===== config.mk =====
export PLATFORM = sky130hd
export DESIGN_NAME = fetch_queue
export DESIGN_NICKNAME = d
export VERILOG_FILES = /design/src/rtl/fetch_queue.sv
export SDC_FILE = /design/constraint.sdc
export NUM_CORES = 1
export LEC_CHECK = 0
export CAP_MARGIN = 30
export CORE_ASPECT_RATIO = 1.2
export CORE_MARGIN = 2
export CORE_UTILIZATION = 35
export CTS_BUF_LIST = sky130_fd_sc_hd__clkbuf_4
export CTS_CLUSTER_DIAMETER = 120
export DETAILED_ROUTE_END_ITERATION = 8
export GPL_ROUTABILITY_DRIVEN = 0
export PLACE_DENSITY = 0.6
export SLEW_MARGIN = 20
export SYNTH_ARGS = -nofsm -noshare
export SYNTH_HDL_FRONTEND = slang
export SYNTH_SLANG_ARGS = --single-unit

===== constraint.sdc =====
create_clock -name clk -period 3.75 [get_ports clk]
set_input_delay 0.375 -clock clk [delete_from_list [all_inputs] [get_ports clk]]
set_output_delay 0.375 -clock clk [all_outputs]
set_load 0.1 [all_outputs]

===== src/rtl/fetch_queue.sv =====
// -----------------------------------------------------------------------------
// fetch_queue
//
// Instruction prefetch buffer between unified memory and the decoder. It issues
// sequential word fetches whenever the core is not using the bus. It queues the
// returned words, tagged with their word PC, in a DEPTH-entry circular FIFO.
// The decoder reads them through a valid/ready handshake. A redirect flushes the
// queue, drops any in-flight fetch and restarts fetching at redirect_pc.
//
// Optional feature macro: FETCH_BYPASS_EN
//   When defined, a response arriving while the queue is empty is presented to
//   the decoder in the same cycle. If the decoder takes it, it is never written.
//
// Parameters:
//   DEPTH       queue entries (power of two, >= 2)
//   RESET_PC    word address fetched first after reset
//
// Ports:
//   clk          clock, rising edge
//   rst          synchronous active-high reset
//   bus_busy     core owns memory this cycle; blocks fetch issue
//   fetch_req    a fetch is issued this cycle
//   mem_addr     byte address {fetch_pc, 2'b0}
//   mem_rdata    read data for the address issued the previous cycle
//   redirect     flush and restart at redirect_pc
//   redirect_pc  new word fetch PC
//   inst_valid   head entry presentable
//   inst_ready   decoder accepts head
//   inst         head instruction (zero when not valid)
//   inst_pc      head word PC (zero when not valid)
//   count        occupied entries
// -----------------------------------------------------------------------------
module fetch_queue #(
    parameter int unsigned DEPTH    = 4,
    parameter logic [29:0] RESET_PC = 30'h0
) (
    input  logic                       clk,
    input  logic                       rst,
    input  logic                       bus_busy,
    output logic                       fetch_req,
    output logic [31:0]                mem_addr,
    input  logic [31:0]                mem_rdata,
    input  logic                       redirect,
    input  logic [29:0]                redirect_pc,
    output logic                       inst_valid,
    input  logic                       inst_ready,
    output logic [31:0]                inst,
    output logic [29:0]                inst_pc,
    output logic [$clog2(DEPTH):0]     count
);

    localparam int unsigned AW = $clog2(DEPTH);
    localparam int unsigned CW = AW + 1;

    logic [29:0]   fetch_pc_q, fetch_pc_d;
    logic          inflight_q, inflight_d;
    logic [29:0]   inflight_pc_q, inflight_pc_d;
    logic [AW-1:0] rd_ptr_q, rd_ptr_d;
    logic [AW-1:0] wr_ptr_q, wr_ptr_d;
    logic [CW-1:0] count_q, count_d;

    logic [31:0]   data_mem [DEPTH];
    logic [29:0]   pc_mem   [DEPTH];

    logic          issue;
    logic          resp;
    logic          empty;
    logic          bypass;
    logic          pop;
    logic          wr_en;
    logic          rd_en;
    logic [CW-1:0] reserved;

    // Slots already claimed: stored entries plus the one response still due.
    // Issue only when a slot is free, so a push can never overflow.
    assign reserved = count_q + CW'(inflight_q);
    assign issue    = !rst && !redirect && !bus_busy && (reserved < CW'(DEPTH));
    assign resp     = inflight_q && !redirect && !rst;
    assign empty    = (count_q == '0);

`ifdef FETCH_BYPASS_EN
    assign bypass = empty && resp;
`else
    assign bypass = 1'b0;
`endif

    always_comb begin
        inst_valid = !rst && !redirect && (!empty || bypass);
        inst       = '0;
        inst_pc    = '0;
        if (inst_valid) begin
            if (bypass) begin
                inst    = mem_rdata;
                inst_pc = inflight_pc_q;
            end else begin
                inst    = data_mem[rd_ptr_q];
                inst_pc = pc_mem[rd_ptr_q];
            end
        end
    end

    assign pop = inst_valid && inst_ready;

    // A bypassed word taken by the decoder never touches storage. When the
    // decoder does not take it, the word is stored like any other response.
    assign wr_en = resp && !(bypass && pop);
    assign rd_en = pop && !bypass;

    assign fetch_req = issue;
    assign mem_addr  = rst ? {RESET_PC, 2'b00} : {fetch_pc_q, 2'b00};
    assign count     = rst ? '0 : count_q;

    always_comb begin
        fetch_pc_d    = fetch_pc_q;
        inflight_d    = issue;
        inflight_pc_d = inflight_pc_q;
        rd_ptr_d      = rd_ptr_q;
        wr_ptr_d      = wr_ptr_q;
        count_d       = count_q;

        if (redirect) begin
            fetch_pc_d = redirect_pc;
            rd_ptr_d   = '0;
            wr_ptr_d   = '0;
            count_d    = '0;
        end else begin
            if (issue) begin
                inflight_pc_d = fetch_pc_q;
                fetch_pc_d    = fetch_pc_q + 30'd1;
            end
            if (wr_en) begin
                wr_ptr_d = wr_ptr_q + AW'(1);
            end
            if (rd_en) begin
                rd_ptr_d = rd_ptr_q + AW'(1);
            end
            count_d = count_q + CW'(wr_en) - CW'(rd_en);
        end
    end

    always_ff @(posedge clk) begin
        if (rst) begin
            fetch_pc_q    <= RESET_PC;
            inflight_q    <= 1'b0;
            inflight_pc_q <= '0;
            rd_ptr_q      <= '0;
            wr_ptr_q      <= '0;
            count_q       <= '0;
        end else begin
            fetch_pc_q    <= fetch_pc_d;
            inflight_q    <= inflight_d;
            inflight_pc_q <= inflight_pc_d;
            rd_ptr_q      <= rd_ptr_d;
            wr_ptr_q      <= wr_ptr_d;
            count_q       <= count_d;
        end
    end

    // Storage needs no reset: entries are only read when count says they are valid.
    always_ff @(posedge clk) begin
        if (wr_en) begin
            data_mem[wr_ptr_q] <= mem_rdata;
            pc_mem[wr_ptr_q]   <= inflight_pc_q;
        end
    end

endmodule

# ---- Yosys cells after proc, flatten, opt, wreduce, memory -nomap -nowiden
# Memories as Yosys holds them, arrays and structs flattened. A register that Yosys moved wholly into a read port is not among the register bits.
# Cells that the tools add are included.
# Widths: inputs -> output; s select.
dict set report classes {
  magnitude_cmp 1
  bitwise_logic 1
  n_addsub 6
  reduce_logical 15
  mux 12
}
# op n
set ops {}
lappend ops {{$mux 30} 3}
lappend ops {{$mux 32} 2}
lappend ops {{$add 30x1->30 const B} 1}
lappend ops {{$mux 2} 4}
lappend ops {{$logic_and 1x1->1} 7}
lappend ops {{$add 3x1->3} 2}
lappend ops {{$add 2x1->2 const B} 2}
lappend ops {{$logic_not 1->1} 4}
lappend ops {{$logic_not 3->1} 1}
lappend ops {{$lt 3x3->1 const B} 1}
lappend ops {{$mux 3} 1}
lappend ops {{$sub 3x1->3} 1}
lappend ops {{$mux 1} 2}
lappend ops {{$reduce_and 2->1} 1}
lappend ops {{$reduce_bool 2->1} 1}
lappend ops {{$reduce_or 2->1} 1}
lappend ops {{$not 1->1} 1}
dict set report word_totals {
  wordCells 43
  output_inout_bits 99
  mem_count 2
  ram_bits 248
  regBits 68
  input_bits 67
}
# name depth width read_ports rd_clocked_by_memory_dff write_ports line
set memory_table {}
lappend memory_table {data_mem 4 32 1 1 1 62} ;# logic [31:0] data_mem [DEPTH];
lappend memory_table {pc_mem 4 30 1 1 1 63} ;# logic [29:0] pc_mem [DEPTH];

# ---- Longest topological paths before layout
dict set report logic_depth {
  depth_word 6
  depth_mapped 13
  ltp_nobuf 11
}

# ---- Worst setup path before layout
# Ideal clock, no wire load.
dict set report synth_path {
  path_type {in2out}
  startpoint {in redirect}
  endpoint {out inst_pc[20]}
  setup_slack_ps 654
  cell_stages 5
  path_buffers 2
  t_required_ps 3375
  arrival_time_ps 2721
  cell_sequence {or2_1 -> buf_2 -> nor2_1 -> clkbuf_1 -> and2_1}
}
dict set report synth_between {
  elab_chain_cells 4
}
# item line
set synth_rtl {}
lappend synth_rtl {{start, declared} 43} ;# input logic redirect,
lappend synth_rtl {{$logic_not 1->1} 88} ;# inst_valid = !rst && !redirect && (!empty || bypass);
lappend synth_rtl {{$logic_and 1x1->1 (2 in series)} 88}
lappend synth_rtl {{named net inst_valid} 45} ;# output logic inst_valid,
lappend synth_rtl {{$mux 30} 91} ;# if (inst_valid) begin
lappend synth_rtl {{end, declared} 48} ;# output logic [29:0] inst_pc,
# The timed path passes the listed nets, and every way through them passes these cells.

==> results.py <==
metrics = {
    "pwr": {
        "ir_worst_vdd_mv": 0.187,
        "power_frac_seq_pct": 54.1,
        "switchingPower_mw": 1.58,
        "p_leak_nw": 5.77,
        "p_per_area_nw_per_um2": 426,
        "comb_power_share_pct": 5.0,
        "clkPwrFrac_pct": 40.9,
        "internal_power_mw": 5.53,
        "swShare_pct": 22.3,
    },
    "global_route": {
        "antenna_found_initial": 3,
        "grt_use_total_pct": 15.6,
        "grt_pass1_vias": 8081,
        "grt_pass1_wl_um": 45800,
        "grt_overflow": 0,
        "grt_max_degree": 65,
    },
    "yosys": {
        "yosysTopAreaCell": "edfxtp_1",
        "synth_top_family_by_area": "simple AND/OR/NAND/NOR gates",
        "syn_inst": 853,
        "synth_mux_area_share_pct": 11.4,
        "synth_ff_type": "edfxtp_1",
        "ys_seq_area_share_pct": 68.8,
        "synth_fa_ha_area_share_pct": 0.836,
        "async_reset_ff_share_pct": 0,
        "synth-xor-area-share_pct": 0.612,
        "synth_seq_cells": 318,
        "synth_area_um2": 12900,
        "synth_area_leaders": "edfxtp_1, dfxtp_1, mux4_2, and2_1, nand2_1",
        "synth_compound_area_share_pct": 4.50,
        "yosysTopAreaCellShare_pct": 57.9,
        "synth_edf_count": 248,
        "synth.avg_cell_area_um2": 15.1,
        "synth_simple_gate_area_share_pct": 11.7,
        "synth_cell_type_count": 55,
        "yosys_warnings": 0,
    },
    "timing": {
        "setup_tns_ns": 0,
        "setup_viol_count_final": 0,
        "drv_slew": 0,
        "period_needed_ns": 3.10,
        "hold-worst-slack_ns": 0.151,
        "clock_skew_ns": 0.0390,
        "slew_headroom_pct": 36.9,
        "hold_violations": 0,
        "fin_crit_sh_pct": 82.6,
        "rsz0062_at_grt": "no",
        "timing.fmax_mhz": 323,
        "worst-slew-pin-transition_ns": 0.938,
    },
    "route": {
        "met3_length_um": 1430,
        "drcViolationCount": 0,
        "detail-route-antenna-nets": 0,
        "viasPerCell": 4.92,
        "vias": 7815,
        "first_iter_violations": 466,
        "wirelength_um": 29000,
        "drt_pass1_iterations": 4,
        "met2_length_um": 14600,
        "post_drt_wl_per_cell_um": 18.2,
        "routed.top_layer": "met4",
        "met1_length_um": 12500,
    },
    "placed_design": {
        "io_buffers": 163,
        "dpl.hpwl_um": 18500,
        "placedCellCount": 1447,
        "postPlaceCellArea_um2": 15700,
    },
    "setup_path": {
        "critical_path_class": "register to primary output",
        "critPathLaunchType": "register",
        "path_buf_inv": 2,
        "crit_chain": "buf_12 > mux4_2 > and2_1 > buf_12",
        "critical_path.top_delay_family": "flip-flops",
        "cp_slowest_stage_delay_ns": 0.74,
        "required_ns": 3.38,
        "cp.arrival_ns": 2.72,
        "endpoint_kind": "primary output",
        "slowest_stage": "dfxtp_4",
        "critPathMaxFanout": 27,
        "cpMostUsedCell": "buf_12",
    },
    "clocking": {
        "h-tree-depth": 3,
        "postCtsHoldBufs": 0,
        "clk_latency_ns": 0.70,
        "clock_sinks": 318,
        "numCtsBuffers": 81,
        "root_buffer": "clkbuf_4",
        "cts_tree": "done",
        "ctsResizeCount": 0,
        "post_cts_buffers": 0,
        "path_clk_slew_ns": 0.06,
        "clock_path_buffers": 3,
    },
    "floorplanning": {
        "num_io_pins": 166,
        "die_w_um": 179,
        "start_util_pct": 35.7,
        "coreArea_um2": 36000,
        "die_h_um": 214,
        "num_rows": 76,
        "dieArea_um2": 38300,
    },
    "run": {
        "cap_violations": 0,
    },
    "status": {
        "status": "finished, final reports clean",
    },
    "worst_hold_path": {
        "hold_path.class": "input pin to register",
    },
    "cells_and_area": {
        "drive_gt1_share_pct": 29.4,
        "area_growth_pct": 29.7,
        "stdcell_area_um2": 16700,
        "fin_nets": 1137,
        "final_util_pct": 46.3,
        "fin_cells": 1590,
    },
}
==> sequential cells by signal (all words and copies together) (netlist names), named ones only <==
name and flops:
pc_mem 120, count_q 3, wr_ptr_q 2, rd_ptr_q 2, inflight_q 1, fetch_pc_q 30
data_mem 128, inflight_pc_q 30
==> per-stage QoR <==
stage / setup WS (ns) / power, mW
2_1_floorplan: 0.654 / 4.13
3_3_place_gp: 0.882 / 4.28
3_5_place_dp: 0.766 / 4.29
4_1_cts: 0.482 / 7.23
5_1_grt: 0.420 / 7.45
6_report: 0.651 / 7.12
==> routing by layer <==
layer  GRT usage (%)  vias to the layer above
li1                -                     3717
met1            20.4                     3840
met2            25.7                      222
met3            3.48                       36
met4            5.26                        0
met5               0                        -
==> cell usage after synthesis, drive strengths merged (5+ instances only) <==
library cell / instances
edfxtp: 248
or4: 5
a31oi: 12
nand3: 23
ha: 7
o311ai: 6
nand2: 92
and3: 7
xnor2: 7
o21ai: 8
inv: 13
or3: 7
nand4: 11
buf: 23
clkbuf: 33
nor4: 6
a21oi: 44
mux4: 62
nor2: 26
nor3: 7
nor2b: 28
dfxtp: 70
and2: 66
==> cell type report <==
class                   instances  area (um2)
inverters                      14        52.6
multi-input cells             466        3770
clock buffers                 127         953
flip-flops and latches        318        8860
fillers                      3199       19300
clock inverters                14        82.6
diodes                          2        5.00
well taps                     468         586
repair buffers                181        2390
==> worst reg2reg max path, delay by kind of cell (launching register included) <==
| kind | cells | cell delay [ns] |
|---|---|---|
| and+or+nand+nor | 3 | 1.18 |
| DFF | 1 | 0.46 |
| adders and majority gates | 1 | 0.32 |
| muxes | 1 | 0.32 |
| AOI/OAI and AO/OA | 1 | 0.13 |
==> power by group through the flow <==
stage	sequential, mW	combinational, mW	clock [mW]
floorplan	3.91	0.221	0
global placement	3.93	0.357	0
detailed placement	3.93	0.360	0
CTS	3.85	0.362	3.02
global route	3.86	0.381	3.21
finish	3.85	0.358	2.91
==> cells in the final DEF, fill, tap and decap left out, drive strengths merged, types with 15 or more instances in the layout <==
cell | synthesis | final
a21oi | 44 | 44
and2 | 66 | 66
buf | 23 | 116
clkbuf | 33 | 127
clkdlybuf4s50 | 0 | 65
dfxtp | 70 | 70
edfxtp | 248 | 248
inv | 13 | 15
mux4 | 62 | 62
nand2 | 92 | 92
nand3 | 23 | 23
nor2 | 26 | 26
nor2b | 28 | 28
==> logic make-up (layout without fill, tap and decap cells) <==
group / count (synthesis) / after routing
DFF: 318 / 318
and+or+nand+nor: 287 / 287
AOI/OAI and AO/OA: 92 / 92
buffers and inverters: 70 / 336
muxes: 68 / 68
xor gates and xnor gates: 9 / 9
adders and majority gates: 8 / 8
other: 1 / 4
==> final timing paths <==
| kind | from | to | slack, ns | cells after the start |
|---|---|---|---|---|
| worst max-delay path | register | inst_pc[29] | 0.65 | 4 |
| worst min-delay path | rst | count_q[0]$_SDFF_PP0_ | 0.15 | 3 |
| worst max register to register | fetch_pc_q[0]$_SDFFE_PP0P_ | fetch_pc_q[20]$_SDFFE_PP0P_ | 1.24 | 6 |
| worst min register to register | inflight_pc_q[24]$_SDFFE_PP0P_ | pc_mem[2][24]$_DFFE_PP_ | 0.48 | 0 |
Power figures use the tool's default switching activity.
